[config.mk]
export PLATFORM = sky130hd
export DESIGN_NAME = mist1032isa_mem_access_master
export DESIGN_NICKNAME = d
export VERILOG_FILES = /design/src/rtl/mist1032isa_mem_pkg.sv /design/src/rtl/mist1032isa_mem_master_tag_fifo.sv /design/src/rtl/mist1032isa_mem_access_master.sv
export SDC_FILE = /design/constraint.sdc
export NUM_CORES = 1
export LEC_CHECK = 0
export ABC_AREA = 1
export BUFFER_PORTS_ARGS = -buffer_cell sky130_fd_sc_hd__buf_2
export CAP_MARGIN = 20
export CORE_MARGIN = 4
export CORE_UTILIZATION = 45
export CTS_BUF_LIST = sky130_fd_sc_hd__clkbuf_8
export CTS_CLUSTER_DIAMETER = 100
export DETAILED_ROUTE_END_ITERATION = 8
export PLACE_DENSITY = 0.79
export SYNTH_ARGS = -nofsm -noshare
export SYNTH_HDL_FRONTEND = slang
export SYNTH_SLANG_ARGS = --single-unit
[constraint.sdc]
create_clock -name iCLOCK -period 2.3 [get_ports iCLOCK]
set_input_delay 0.23 -clock iCLOCK [delete_from_list [all_inputs] [get_ports iCLOCK]]
set_output_delay 0.23 -clock iCLOCK [all_outputs]
set_load 0.05 [all_outputs]
[src/rtl/mist1032isa_mem_pkg.sv]
// Purpose : shared types and helpers for the memory-bus requester (order codes, read tag, lane masks).
// Latency : n/a (package only).
// Backpressure: n/a (package only).
// Contents: order_e, tag_t, lane-mask constants, and the alignment, mask, write-data and extraction helpers.
package mist1032isa_mem_pkg;

  typedef enum logic [1:0] {
    ORDER_BYTE = 2'b00,
    ORDER_HALF = 2'b01,
    ORDER_WORD = 2'b10,
    ORDER_NONE = 2'b11
  } order_e;

  // One outstanding read: where the data sits in the beat and how to extend it.
  typedef struct packed {
    logic [2:0] addr;
    logic [1:0] order;
    logic       sign_ext;
  } tag_t;

  localparam int TAG_W = $bits(tag_t);

  localparam logic [3:0] MASK_LANE0 = 4'b0001;
  localparam logic [3:0] MASK_LO    = 4'b0011;
  localparam logic [3:0] MASK_HI    = 4'b1100;
  localparam logic [3:0] MASK_ALL   = 4'b1111;

  function automatic logic is_misaligned(input logic [1:0] order, input logic [1:0] lane);
    logic bad;
    bad = 1'b0;
    case (order_e'(order))
      ORDER_HALF: bad = lane[0];
      ORDER_WORD: bad = |lane;
      ORDER_NONE: bad = 1'b1;
      default:    bad = 1'b0;
    endcase
    return bad;
  endfunction

  function automatic logic [3:0] calc_mask(input logic [1:0] order, input logic [1:0] lane);
    logic [3:0] m;
    m = 4'b0000;
    case (order_e'(order))
      ORDER_BYTE: m = 4'(MASK_LANE0 << lane);
      ORDER_HALF: m = lane[1] ? MASK_HI : MASK_LO;
      ORDER_WORD: m = MASK_ALL;
      default:    m = 4'b0000;
    endcase
    return m;
  endfunction

  // Replicate narrow store data so it lands on whichever lanes the mask enables.
  function automatic logic [31:0] calc_wdata(input logic [1:0] order, input logic [31:0] dat);
    logic [31:0] w;
    w = dat;
    case (order_e'(order))
      ORDER_BYTE: w = {4{dat[7:0]}};
      ORDER_HALF: w = {2{dat[15:0]}};
      default:    w = dat;
    endcase
    return w;
  endfunction

  function automatic logic [31:0] extract(input logic [63:0] beat, input tag_t t);
    logic [31:0] w;
    logic [31:0] sh;
    logic [15:0] h;
    logic [31:0] r;
    w  = t.addr[2] ? beat[63:32] : beat[31:0];
    sh = w >> {t.addr[1:0], 3'b000};
    h  = t.addr[1] ? w[31:16] : w[15:0];
    r  = 32'h0;
    case (order_e'(t.order))
      ORDER_BYTE: r = {{24{t.sign_ext & sh[7]}}, sh[7:0]};
      ORDER_HALF: r = {{16{t.sign_ext & h[15]}}, h};
      ORDER_WORD: r = w;
      default:    r = 32'h0;
    endcase
    return r;
  endfunction

endpackage

[src/rtl/mist1032isa_mem_master_tag_fifo.sv]
// Purpose : in-order FIFO of read tags, synchronous active-high reset, depth a power of two.
// Latency : push visible at head the cycle after the write; pop advances head next cycle.
// Backpressure: push ignored when full, pop ignored when empty; push+pop together keeps the count.
// Ports   : clk_i, rst_i, push_i/push_dat_i, pop_i, head_dat_o, full_o, empty_o, count_o.
module mist1032isa_mem_master_tag_fifo #(
  parameter int P_DEPTH = 4,
  parameter int P_WIDTH = 6,
  localparam int AW     = (P_DEPTH > 1) ? $clog2(P_DEPTH) : 1,
  localparam int CW     = AW + 1
) (
  input  logic               clk_i,
  input  logic               rst_i,
  input  logic               push_i,
  input  logic [P_WIDTH-1:0] push_dat_i,
  input  logic               pop_i,
  output logic [P_WIDTH-1:0] head_dat_o,
  output logic               full_o,
  output logic               empty_o,
  output logic [CW-1:0]      count_o
);

  logic [P_WIDTH-1:0] mem_q [P_DEPTH];
  logic [AW-1:0]      wr_ptr_q, wr_ptr_d;
  logic [AW-1:0]      rd_ptr_q, rd_ptr_d;
  logic [CW-1:0]      count_q, count_d;
  logic               push_ok, pop_ok;

  assign full_o     = (count_q == CW'(P_DEPTH));
  assign empty_o    = (count_q == '0);
  assign count_o    = count_q;
  assign head_dat_o = mem_q[rd_ptr_q];

  assign push_ok = push_i && !full_o;
  assign pop_ok  = pop_i && !empty_o;

  always_comb begin
    wr_ptr_d = wr_ptr_q;
    rd_ptr_d = rd_ptr_q;
    count_d  = count_q;
    if (push_ok) wr_ptr_d = wr_ptr_q + AW'(1);
    if (pop_ok)  rd_ptr_d = rd_ptr_q + AW'(1);
    count_d = count_q + CW'(push_ok) - CW'(pop_ok);
  end

  always_ff @(posedge clk_i) begin
    if (rst_i) begin
      wr_ptr_q <= '0;
      rd_ptr_q <= '0;
      count_q  <= '0;
    end else begin
      wr_ptr_q <= wr_ptr_d;
      rd_ptr_q <= rd_ptr_d;
      count_q  <= count_d;
    end
  end

  // Storage needs no reset: entries are only read once the count covers them.
  always_ff @(posedge clk_i) begin
    if (push_ok) mem_q[wr_ptr_q] <= push_dat_i;
  end

endmodule

[src/rtl/mist1032isa_mem_access_master.sv]
// Purpose : bridges core byte/half/word loads and stores onto the registered memory-bus requester port.
// Latency : accept N -> oMEMORY_REQ at N+1; iMEMORY_VALID at M -> oRESP_VALID at M+1; 1 request/cycle.
// Backpressure: oREQ_BUSY while a request is pending and not issuing; oMEMORY_LOCK while slot full and iRESP_BUSY.
// Ports   : iCLOCK/iRESET_SYNC; core side iREQ_*/oREQ_BUSY, oRESP_*/iRESP_BUSY, oERR_MISALIGN;
//           bus side oMEMORY_REQ/ORDER/MASK/RW/ADDR/DATA, iMEMORY_LOCK, iMEMORY_VALID/DATA, oMEMORY_LOCK.
// Config  : define MIST1032ISA_MEM_MASTER_SIGN_EXT_EN to honour iREQ_SIGNED on byte/half loads.
module mist1032isa_mem_access_master
  import mist1032isa_mem_pkg::*;
#(
  parameter int P_OUTSTANDING = 4
) (
  input  logic        iCLOCK,
  input  logic        iRESET_SYNC,
  input  logic        iREQ_VALID,
  output logic        oREQ_BUSY,
  input  logic        iREQ_RW,
  input  logic [1:0]  iREQ_ORDER,
  input  logic        iREQ_SIGNED,
  input  logic [31:0] iREQ_ADDR,
  input  logic [31:0] iREQ_DATA,
  output logic        oRESP_VALID,
  input  logic        iRESP_BUSY,
  output logic [31:0] oRESP_DATA,
  output logic        oERR_MISALIGN,
  output logic        oMEMORY_REQ,
  input  logic        iMEMORY_LOCK,
  output logic [1:0]  oMEMORY_ORDER,
  output logic [3:0]  oMEMORY_MASK,
  output logic        oMEMORY_RW,
  output logic [25:0] oMEMORY_ADDR,
  output logic [31:0] oMEMORY_DATA,
  input  logic        iMEMORY_VALID,
  output logic        oMEMORY_LOCK,
  input  logic [63:0] iMEMORY_DATA
);

  localparam int CNT_W = ((P_OUTSTANDING > 1) ? $clog2(P_OUTSTANDING) : 1) + 1;

  logic        pend_q, pend_d;
  logic        rw_q, rw_d;
  logic [1:0]  order_q, order_d;
  logic [3:0]  mask_q, mask_d;
  logic [25:0] addr_q, addr_d;
  logic [31:0] wdat_q, wdat_d;
  logic        sign_q, sign_d;
  logic        err_q, err_d;
  logic        resp_vld_q, resp_vld_d;
  logic [31:0] resp_dat_q, resp_dat_d;

  logic             accept, misalign, load_req, issue_now, req_sign;
  logic             tag_push, tag_pop;
  tag_t             tag_push_dat, tag_head;
  logic [TAG_W-1:0] tag_head_raw;
  logic             fifo_full, fifo_empty;
  logic [CNT_W-1:0] fifo_count;
  logic             unused_bits;

`ifdef MIST1032ISA_MEM_MASTER_SIGN_EXT_EN
  assign req_sign    = iREQ_SIGNED;
  assign unused_bits = ^{iREQ_ADDR[31:26], fifo_count};
`else
  // Without sign extension the tag bit is tied low so every load zero-extends.
  assign req_sign    = 1'b0;
  assign unused_bits = ^{iREQ_ADDR[31:26], fifo_count, iREQ_SIGNED};
`endif

  // A read is withheld from the bus until the tag FIFO can record it; writes never wait on it.
  assign oMEMORY_REQ = pend_q && (rw_q || !fifo_full);
  assign issue_now   = oMEMORY_REQ && !iMEMORY_LOCK;
  assign oREQ_BUSY   = pend_q && !issue_now;

  assign accept   = iREQ_VALID && !oREQ_BUSY;
  assign misalign = is_misaligned(iREQ_ORDER, iREQ_ADDR[1:0]);
  assign load_req = accept && !misalign;

  assign tag_push     = issue_now && !rw_q;
  assign tag_push_dat = '{addr: addr_q[2:0], order: order_q, sign_ext: sign_q};
  // Beats with no outstanding tag are strays and must not disturb the slot.
  assign tag_pop      = iMEMORY_VALID && !fifo_empty;
  assign tag_head     = tag_t'(tag_head_raw);

  mist1032isa_mem_master_tag_fifo #(
    .P_DEPTH (P_OUTSTANDING),
    .P_WIDTH (TAG_W)
  ) u_tag_fifo (
    .clk_i      (iCLOCK),
    .rst_i      (iRESET_SYNC),
    .push_i     (tag_push),
    .push_dat_i (tag_push_dat),
    .pop_i      (tag_pop),
    .head_dat_o (tag_head_raw),
    .full_o     (fifo_full),
    .empty_o    (fifo_empty),
    .count_o    (fifo_count)
  );

  always_comb begin
    pend_d     = pend_q;
    rw_d       = rw_q;
    order_d    = order_q;
    mask_d     = mask_q;
    addr_d     = addr_q;
    wdat_d     = wdat_q;
    sign_d     = sign_q;
    err_d      = accept && misalign;
    resp_vld_d = resp_vld_q;
    resp_dat_d = resp_dat_q;

    // A new accept in the issuing cycle refills the register back-to-back.
    if (load_req) begin
      pend_d  = 1'b1;
      rw_d    = iREQ_RW;
      order_d = iREQ_ORDER;
      mask_d  = calc_mask(iREQ_ORDER, iREQ_ADDR[1:0]);
      addr_d  = iREQ_ADDR[25:0];
      wdat_d  = calc_wdata(iREQ_ORDER, iREQ_DATA);
      sign_d  = req_sign;
    end else if (issue_now) begin
      pend_d = 1'b0;
    end

    if (tag_pop) begin
      resp_vld_d = 1'b1;
      resp_dat_d = extract(iMEMORY_DATA, tag_head);
    end else if (resp_vld_q && !iRESP_BUSY) begin
      resp_vld_d = 1'b0;
    end
  end

  always_ff @(posedge iCLOCK) begin
    if (iRESET_SYNC) begin
      pend_q     <= 1'b0;
      rw_q       <= 1'b0;
      order_q    <= 2'b00;
      mask_q     <= 4'b0000;
      addr_q     <= '0;
      wdat_q     <= '0;
      sign_q     <= 1'b0;
      err_q      <= 1'b0;
      resp_vld_q <= 1'b0;
      resp_dat_q <= '0;
    end else begin
      pend_q     <= pend_d;
      rw_q       <= rw_d;
      order_q    <= order_d;
      mask_q     <= mask_d;
      addr_q     <= addr_d;
      wdat_q     <= wdat_d;
      sign_q     <= sign_d;
      err_q      <= err_d;
      resp_vld_q <= resp_vld_d;
      resp_dat_q <= resp_dat_d;
    end
  end

  assign oMEMORY_ORDER = order_q;
  assign oMEMORY_MASK  = mask_q;
  assign oMEMORY_RW    = rw_q;
  assign oMEMORY_ADDR  = addr_q;
  assign oMEMORY_DATA  = wdat_q;
  assign oERR_MISALIGN = err_q;
  assign oRESP_VALID   = resp_vld_q;
  assign oRESP_DATA    = resp_dat_q;
  assign oMEMORY_LOCK  = resp_vld_q && iRESP_BUSY;

endmodule

Word-level counts from Yosys, hierarchy flattened

Memory sizes are Yosys's and may differ from the RTL's. A register that Yosys moved wholly into a read port is not among the register bits.
Index checks and enable logic that the tools add are counted.

Memories: 1
Input bits: 138
Bits in registers: 107
Bits in writable memories: 20

Memories:

| memory           | depth | width | rd ports | clocked after memory_dff | wr ports | line                                  | RTL |
|---|---|---|---|---|---|---|---|
| u_tag_fifo.mem_q | 4     | 5     | 1        | 1                        | 1        | mist1032isa_mem_master_tag_fifo.sv:22 | `logic [P_WIDTH-1:0] mem_q [P_DEPTH];` |

Muxes and demuxes: 15
Add/sub/neg operators: 4
Reductions and logical operators: 27
Shift-type cells: 2
Equality and inequality tests: 6
Bitwise operators: 2

Operators with widths:

| operator                                                               | count |
|---|---|
| 32-bit one-hot mux with 3 select lines                                 | 1 |
| 32-bit one-hot mux with 2 select lines                                 | 1 |
| 32-bit 2-to-1 mux                                                      | 1 |
| 32-bit by 5-bit right shift with 8-bit output                          | 1 |
| 16-bit 2-to-1 mux                                                      | 1 |
| 1-bit logical AND                                                      | 12 |
| 4-bit one-hot mux with 3 select lines                                  | 1 |
| 1-bit zero test                                                        | 8 |
| 2-bit equality test (second input constant)                            | 3 |
| 1-bit 2-to-1 mux                                                       | 6 |
| 2-bit by 1-bit adder with 2-bit output (second input constant)         | 2 |
| 2-bit by 1-bit equality test with 1-bit output (second input constant) | 2 |
| 2-bit zero test                                                        | 2 |
| 2-bit 2-to-1 mux                                                       | 2 |
| 4-bit 2-to-1 mux                                                       | 1 |
| 2-bit nonzero test                                                     | 2 |
| 1-bit by 2-bit << shifter with 4-bit output (first input constant)     | 1 |
| 3-bit by 1-bit adder with 3-bit output                                 | 1 |
| 3-bit equality test (second input constant)                            | 1 |
| 3-bit zero test                                                        | 1 |
| 1-bit one-hot mux with 3 select lines                                  | 1 |
| 3-bit by 1-bit subtractor with 3-bit output                            | 1 |
| 1-bit AND (first input constant)                                       | 2 |
| 2-bit OR reduction                                                     | 1 |
| 1-bit logical OR                                                       | 1 |

Longest topological paths before layout

Gate-level depths: netlist of run 1.

Word-level depth: 11
Depth in mapped cells: 12
Mapped depth without buffers: 12

Hierarchy

Synthesis of run 1 repeated with hierarchy kept, for this count alone.

Cells, all modules: 939
Area total of the unflattened synthesis: 6637.6 sq um

By module, submodules not included:

| module                          | instances | seq. area each (sq um) | area an instance (sq um) | cells an instance |
|---|---|---|---|---|
| mist1032isa_mem_access_master   | 1         | 2001.9                 | 5243.8                   | 812 |
| mist1032isa_mem_master_tag_fifo | 1         | 900.9                  | 1393.8                   | 127 |

Least setup slack after synthesis of run 1

No wires, ideal clock.

Path type: flip-flop to flip-flop
From: reg u_tag_fifo.count_q[2] (netlist: u_tag_fifo.count_o[2])
To: reg u_tag_fifo.count_q[2] (netlist: u_tag_fifo.count_o[2])
Data required time: 2172 ps
Cell stages (with the launch flop): 10
Arrival time: 2104 ps
Slack: 69 ps
Path through: dfxtp_1 -> o31ai_4 -> inv_2 -> buf_1 -> ha_1 -> inv_1 -> ha_1 -> fa_1 -> xor2_1 -> nor2_1

Cells in the longest elaborated chain, start to end: 9

RTL lines:

| item                                          | line                                                                       | RTL |
|---|---|---|
| from (decl)                                   | mist1032isa_mem_master_tag_fifo.sv:25                                      | `logic [CW-1:0] count_q, count_d;` |
| from (signal assigned)                        | mist1032isa_mem_master_tag_fifo.sv:53                                      | `count_q <= count_d;` |
| 3-bit equality test                           | mist1032isa_mem_master_tag_fifo.sv:28                                      | `assign full_o = (count_q == CW'(P_DEPTH));` |
| 1-bit zero test                               | mist1032isa_mem_master_tag_fifo.sv:33, mist1032isa_mem_access_master.sv:68 |  |
| 1-bit logical OR                              | mist1032isa_mem_access_master.sv:68                                        | `assign oMEMORY_REQ = pend_q && (rw_q \|\| !fifo_full);` |
| 1-bit logical AND                             | mist1032isa_mem_access_master.sv:68                                        |  |
| 1-bit logical AND                             | mist1032isa_mem_access_master.sv:69                                        | `assign issue_now = oMEMORY_REQ && !iMEMORY_LOCK;` |
| 1-bit logical AND                             | mist1032isa_mem_access_master.sv:76                                        | `assign tag_push = issue_now && !rw_q;` |
| 1-bit logical AND                             | mist1032isa_mem_master_tag_fifo.sv:33                                      | `assign push_ok = push_i && !full_o;` |
| 3-bit by 1-bit adder with 3-bit output        | mist1032isa_mem_master_tag_fifo.sv:42                                      | `count_d = count_q + CW'(push_ok) - CW'(pop_ok);` |
| 3-bit by 1-bit subtractor with 3-bit output * | mist1032isa_mem_master_tag_fifo.sv:42                                      |  |

Every way passes the cells marked *; elsewhere a longest branch is shown, timed or not.
A chain may end at the register's enable or synchronous reset.

Worst setup path in the final report of run 1

From: reg u_tag_fifo.count_q[1] (netlist: u_tag_fifo.count_o[1])
To: reg u_tag_fifo.count_q[2] (netlist: u_tag_fifo.count_o[2])

Cells in the longest elaborated chain, start to end: 9

RTL lines:

| item                                          | line                                                                       | RTL |
|---|---|---|
| 3-bit equality test *                         | mist1032isa_mem_master_tag_fifo.sv:28                                      |  |
| 1-bit zero test *                             | mist1032isa_mem_master_tag_fifo.sv:33, mist1032isa_mem_access_master.sv:68 |  |
| 1-bit logical OR                              | mist1032isa_mem_access_master.sv:68                                        |  |
| 1-bit logical AND                             | mist1032isa_mem_access_master.sv:68                                        |  |
| 1-bit logical AND                             | mist1032isa_mem_access_master.sv:69                                        |  |
| 1-bit logical AND                             | mist1032isa_mem_access_master.sv:76                                        |  |
| 1-bit logical AND *                           | mist1032isa_mem_master_tag_fifo.sv:33                                      |  |
| net u_tag_fifo.push_ok                        | mist1032isa_mem_master_tag_fifo.sv:26                                      | `logic push_ok, pop_ok;` |
| 3-bit by 1-bit adder with 3-bit output *      | mist1032isa_mem_master_tag_fifo.sv:42                                      |  |
| 3-bit by 1-bit subtractor with 3-bit output * | mist1032isa_mem_master_tag_fifo.sv:42                                      |  |

Mark *: on every way through the listed nets, which the timed path passes. The rest lies on a longest branch.

==> results of run 1 <==
[cell type report]
class                   count  area (um2)  area share, %
multi-input cells         606        2794          36.32
flip-flops and latches    129        2783          36.17
repair buffers            246        1306          16.98
clock buffers              18       247.7          3.221
well taps                 172       215.2          2.798
clock inverters            14       188.9          2.456
inverters                  42       157.7          2.049
[registers in the layout, summed over array words and instances (netlist names), named ones only]
| signal | count |
|---|---|
| oMEMORY_ORDER | 2 |
| oERR_MISALIGN | 1 |
| oRESP_DATA | 32 |
| oMEMORY_DATA | 32 |
| oRESP_VALID | 1 |
| u_tag_fifo.wr_ptr_q | 2 |
| pend_q | 1 |
| oMEMORY_ADDR | 26 |
| u_tag_fifo.rd_ptr_q | 2 |
| u_tag_fifo.mem_q | 20 |
| u_tag_fifo.count_o | 3 |
| oMEMORY_RW | 1 |
| oMEMORY_MASK | 4 |
[worst min path at each step]
stage,cells past startpoint,end,slack (ns)
2_1_floorplan,2,oERR_MISALIGN,0.36
3_3_place_gp,2,oMEMORY_ADDR[17],0.45
3_5_place_dp,2,oRESP_DATA[8],0.45
4_1_cts,3,oMEMORY_ADDR[10],0.01
5_1_grt,3,oMEMORY_ADDR[10],0.01
6_report,3,oMEMORY_ADDR[10],0.03
[worst reg2reg max path, stage by stage, from the launching register on]
cell and delay [ns]:
dfxtp_1 0.37, inv_2 0.09, nand4_1 0.10, nand2_1 0.08
inv_2 0.04, nand2_2 0.06, inv_1 0.04, nand2_1 0.20
inv_1 0.09, ha_1 0.21, fa_1 0.38, xor2_1 0.17
nor2_1 0.05
[metrics by stage]
| stage | setup slack (ns) | total power, W | cells | utilization, % |
|---|---|---|---|---|
| after floorplan | 0.06872 | 0.004683 | 825 | - |
| after global placement | 0.3372 | 0.005312 | 1195 | 56.58 |
| after detailed placement | 0.3103 | 0.005341 | 1195 | 56.58 |
| after CTS | 0.2768 | 0.007463 | 1227 | 59.98 |
| after global routing | 0.08534 | 0.007849 | 1227 | 59.98 |
| final | 0.3072 | 0.007431 | 1227 | 59.98 |
[where the power goes]
part / switching (W) / internal, W / leakage (nW)
Combinational: 0.00188 / 0.000793 / 2.47
Clock: 0.000918 / 0.00120 / 0.214
Sequential: 0.000140 / 0.00249 / 1.07
Total: 0.00294 / 0.00449 / 3.75
[layout by cell type (no fill, tap or decap), drive strengths merged]
cell,instances
a211oi,2
a21oi,86
a22oi,16
buf,246
bufinv,4
clkbuf,18
clkinv,7
clkinvlp,3
dfxtp,109
edfxtp,20
fa,1
ha,6
inv,42
nand2,324
nand3,105
nand4,1
nor2,32
nor3,1
nor3b,2
o211ai,7
o21a,1
o21ai,17
o21bai,1
o31ai,1
or2,1
xor2,2
[cells by family (layout without fill, tap and decap cells)]
logic type	count (synthesis)	count (layout)	synth area share, %
flops	129	129	46.36
simple gates	466	466	32.10
xor+xnor	2	2	0.2919
fa+ha+maj	7	7	1.584
buf+inv	90	320	7.088
compound gates	131	131	12.57
[metal layers]
layer	GRT usage, %	vias up	routed length, um
met5	0	-	0
met4	7.889	0	242
met3	8.097	21	1883
met2	37.72	303	8412
met1	28.38	2764	7271
li1	-	3135	-
==> results.sh, run 1 <==
export IMPL_status="finished clean"
export IMPL_cts_buffers=17
export IMPL_hp_start="iREQ_ADDR[10]"
export IMPL_clkTransAtPathRegs_ns=0.07
export IMPL_period_share_pct=86.64
export IMPL_rows=41
export IMPL_tns_ns=0
export IMPL_crit_arrival_ns=2.31
export IMPL_syn_to_final_growth_pct=28.16
export IMPL_route_detailed_drc=0
export IMPL_synth_async_reset_ratio_pct=0
export IMPL_grt_usage_pct=23.09
export IMPL_grt_overflow=0
export IMPL_cp_end_kind="flop"
export IMPL_r2r_start="u_tag_fifo.count_o[1]"
export IMPL_wl_per_cell_um=14.52
export IMPL_ys_ff_latch=129
export IMPL_yosysSeqAreaShare_pct=46.36
export IMPL_slew_violations=0
export IMPL_avgSynthCellArea_um2=7.275
export IMPL_slowest_delay_ns=0.38
export IMPL_worstPathCellList="inv_2 > nand4_1 > nand2_1 > inv_2 > nand2_2 > inv_1 > nand2_1 > inv_1 > ha_1 > fa_1 > xor2_1 > nor2_1"
export IMPL_fin_skew_ns=0.009130
export IMPL_clkLatencyLatePin_ns=0.44
export IMPL_hold_viol_final=0
export IMPL_tightest_slew_ns=0.7006
export IMPL_firstDrtPassIters=5
export IMPL_layout_drive_gt1_share_pct=28.44
export IMPL_min_path_type="primary input to flop"
export IMPL_syn_inst=825
export IMPL_design_area_um2=7692
export IMPL_p_leak_nw=3.752
export IMPL_antenna_found_initial=0
export IMPL_yosysMostFrequentCell="nand2_1"
export IMPL_dpl_instance_area_um2=7256
export IMPL_root_buffer="clkbuf_8"
export IMPL_period_needed_ns=1.993
export IMPL_postCtsSetupBuffers=0
export IMPL_die_w_um=123.5
export IMPL_rr_worst_depth=12
export IMPL_slew_headroom_pct=53.25
export IMPL_path_buf_inv=4
export IMPL_synth_distinct_cells=33
export IMPL_die_area_um2=15250
export IMPL_drv_cap=0
export IMPL_cts_sinks=129
export IMPL_clockBufferDepth=2
export IMPL_die_y_um=123.5
export IMPL_grt_pass1_wl_um=27920
export IMPL_start_util_pct=46.80
export IMPL_grt_pass1_vias=5770
export IMPL_synth_ff_type="dfxtp_1"
export IMPL_netlist_area_um2=6002
export IMPL_cpLargestDelayFamily="adder cells"
export IMPL_slowest_stage="fa_1"
export IMPL_path_class="flop to flop"
export IMPL_r2r_end="u_tag_fifo.count_o[2]"
export IMPL_required_ns=2.62
export IMPL_max_freq_mhz=501.8
export IMPL_crit_fanout=8
export IMPL_cts_htree_levels=4
export IMPL_portBuffers=232
export IMPL_rsz0062_at_grt="no"
export IMPL_synthTopCellsByArea="dfxtp_1 36%, nand2_1 20%, edfxtp_1 10%, nand3_1 8.5%, a21oi_1 7.1%"
export IMPL_powerDensity_nw_per_um2=966.1
export IMPL_cp_start_kind="flop"
export IMPL_vias=6223
export IMPL_viasPerCell=5.072
export IMPL_grt_max_degree=67
export IMPL_synth_warnings=0
export IMPL_nets=1187
export IMPL_netlist_top_cells_count="319 x nand2_1, 109 x dfxtp_1, 102 x nand3_1"
export IMPL_worst_path_stages=12
export IMPL_synth_top_area_share_pct=36.36
export IMPL_tritoncts="built"
export IMPL_rrSetupSlack_ns=0.31
export IMPL_setup_viol=0
export IMPL_synth_nets=970
export IMPL_synth_edf_count=20
export IMPL_crit_start="u_tag_fifo.count_o[1]"
export IMPL_hpwlAfterDp_um=12980
export IMPL_irDropWorstVdd_v=0.0006496
export IMPL_holdWs_ns=0.03261
export IMPL_cts_hold_buf=0
export IMPL_routed_wl_um=17810
export IMPL_antenna_cells=0
export IMPL_ant_nets=0
export IMPL_drtIter0Drc=525
export IMPL_ioPinCount=240
export IMPL_coreArea_um2=12820
export IMPL_gp_congestion=0.8829
export IMPL_fillers=1211
export IMPL_cts_resized_gates=0
export IMPL_crit_end="u_tag_fifo.count_o[2]"
export IMPL_synth_largest_area_cell="dfxtp_1"
Power figures use the tool's default switching activity.
==> inputs of run 2 (changes only) <==
--- a/config.mk
+++ b/config.mk
@@ -6,7 +6,7 @@
 export NUM_CORES = 1
 export LEC_CHECK = 0
 export ABC_AREA = 1
-export BUFFER_PORTS_ARGS = -buffer_cell sky130_fd_sc_hd__buf_2
+export BUFFER_PORTS_ARGS = -buffer_cell sky130_fd_sc_hd__buf_4
 export CAP_MARGIN = 20
 export CORE_MARGIN = 4
 export CORE_UTILIZATION = 45
==> run 2 against run 1 <==
Net effect: core utilization is 4.6 points higher; critical path type unchanged; routed wire length grew 4.1%; critical path depth is 2 lower; sequential power about the same; critical endpoint is now oRESP_DATA[4].
==> results.sh, run 2 (same netlist as run 1, synthesis figures left out) <==
export IMPL_nets=1189
export IMPL_antenna_found_initial=0
export IMPL_cts_sinks=129
export IMPL_die_area_um2=15250
export IMPL_fin_skew_ns=0.01464
export IMPL_tritoncts="built"
export IMPL_cts_hold_buf=0
export IMPL_timing_final_ws_setup_ns=0.2840
export IMPL_layout_drive_gt1_share_pct=28.38
export IMPL_crit_fanout=11
export IMPL_coreArea_um2=12820
export IMPL_start_util_pct=46.80
export IMPL_cp_end_kind="flop"
export IMPL_slew_violations=0
export IMPL_tightest_slew_ns=0.6209
export IMPL_irDropWorstVdd_v=0.0005055
export IMPL_setup_viol=0
export IMPL_place_ws_ns=0.2824
export IMPL_ant_nets=0
export IMPL_required_ns=2.67
export IMPL_routed_wl_um=18540
export IMPL_root_buffer="clkbuf_8"
export IMPL_period_needed_ns=2.016
export IMPL_clockBufferDepth=2
export IMPL_status="finished clean"
export IMPL_clkLatencyLatePin_ns=0.45
export IMPL_final_cell_mix="319 x nand2_1, 246 x buf_4, 109 x dfxtp_1"
export IMPL_ioPinCount=240
export IMPL_grt_overflow=0
export IMPL_route_detailed_drc=0
export IMPL_gp_congestion=0.8709
export IMPL_crit_arrival_ns=2.38
export IMPL_max_freq_mhz=496.0
export IMPL_cts_buffers=17
export IMPL_antenna_cells=0
export IMPL_cts_htree_levels=4
export IMPL_grt_max_degree=57
export IMPL_hold_viol_final=0
export IMPL_p_leak_nw=3.865
export IMPL_syn_to_final_growth_pct=37.92
export IMPL_powerDensity_nw_per_um2=919.0
export IMPL_postCtsSetupBuffers=0
export IMPL_firstDrtPassIters=5
export IMPL_fillers=1168
export IMPL_path_class="flop to flop"
export IMPL_cp_start_kind="flop"
export IMPL_die_w_um=123.5
export IMPL_final_common_cell="nand2_1"
export IMPL_clkTransAtPathRegs_ns=0.07
export IMPL_period_share_pct=87.65
export IMPL_wl_per_cell_um=15.08
export IMPL_die_y_um=123.5
export IMPL_drv_cap=0
export IMPL_tns_ns=0
export IMPL_rsz0062_at_grt="no"
export IMPL_grt_pass1_vias=5957
export IMPL_viasPerCell=5.079
export IMPL_min_path_type="primary input to flop"
export IMPL_slew_headroom_pct=58.61
export IMPL_portBuffers=232
export IMPL_grt_pass1_wl_um=29020
export IMPL_vias=6242
export IMPL_hpwlAfterDp_um=13690
export IMPL_grt_usage_pct=24.23
export IMPL_drtIter0Drc=399
export IMPL_rows=41
## run 2: path summary, 6_finish.rpt
kind,from,to,slack (ns),depth (start not counted)
setup / recovery,flop,oRESP_DATA[4],0.28,10
setup reg to reg,flop,oRESP_DATA[4],0.28,10
hold reg to reg,oMEMORY_ADDR[9],oMEMORY_ADDR[9],0.47,2
hold / removal,iREQ_ADDR[14],oMEMORY_ADDR[14],0.04,3
## run 2: area by class of cell
| cell class | count | area [um2] | area share (%) |
|---|---|---|---|
| clock buffer | 18 | 247.7 | 2.993 |
| clock inverter | 14 | 188.9 | 2.282 |
| inverter | 42 | 157.7 | 1.904 |
| tap | 172 | 215.2 | 2.600 |
| timing repair buffer | 248 | 1887 | 22.79 |
| sequential | 129 | 2783 | 33.62 |
| multi-input combinational | 606 | 2799 | 33.81 |
## run 2: per-stage QoR
| stage | cell area, um2 | instances | total power [W] | hold slack [ns] | util (%) |
|---|---|---|---|---|---|
| after floorplan | 6002 | 825 | 0.004683 | 0.3555 | - |
| after global placement | 7836 | 1197 | 0.005484 | 0.4522 | 61.10 |
| after detailed placement | 7836 | 1197 | 0.005511 | 0.4554 | 61.10 |
| after CTS | 8273 | 1229 | 0.007638 | 0.01583 | 64.51 |
| after global routing | 8278 | 1229 | 0.008036 | 0.03557 | 64.55 |
| final | 8278 | 1229 | 0.007607 | 0.03828 | 64.55 |
## run 2: timing repair
item | CTS | global route
resized for setup | 0 | 1
hold endpoints to repair | 0 | 0
endpoints found under the setup margin | 0 | 1
## run 2: critical path: stages, from the launching register on
cell and delay [ns]:
dfxtp_1 0.57, inv_2 0.16, nand2_1 0.09, nand3_1 0.07, nand2_1 0.16, nand2_1 0.10
nor2_2 0.28, nand3_1 0.20, nand3_1 0.12, nand2_1 0.05, a21oi_1 0.13
## run 2: metal layers
layer | vias to the layer above | part of all wire [%] | global-route usage (%)
met5 | - | 0 | 0
met4 | 0 | 3.1 | 10.10
met3 | 40 | 12 | 10.16
met1 | 2796 | 39 | 28.00
li1 | 3135 | - | -
met2 | 271 | 46 | 39.55
## run 2: power by group
| group | internal [W] | switching, W | total, W |
|---|---|---|---|
| clock | 0.00120 | 0.000922 | 0.00213 |
| sequential | 0.00249 | 0.000148 | 0.00264 |
| combinational | 0.000945 | 0.00190 | 0.00284 |
| total | 0.00464 | 0.00297 | 0.00761 |
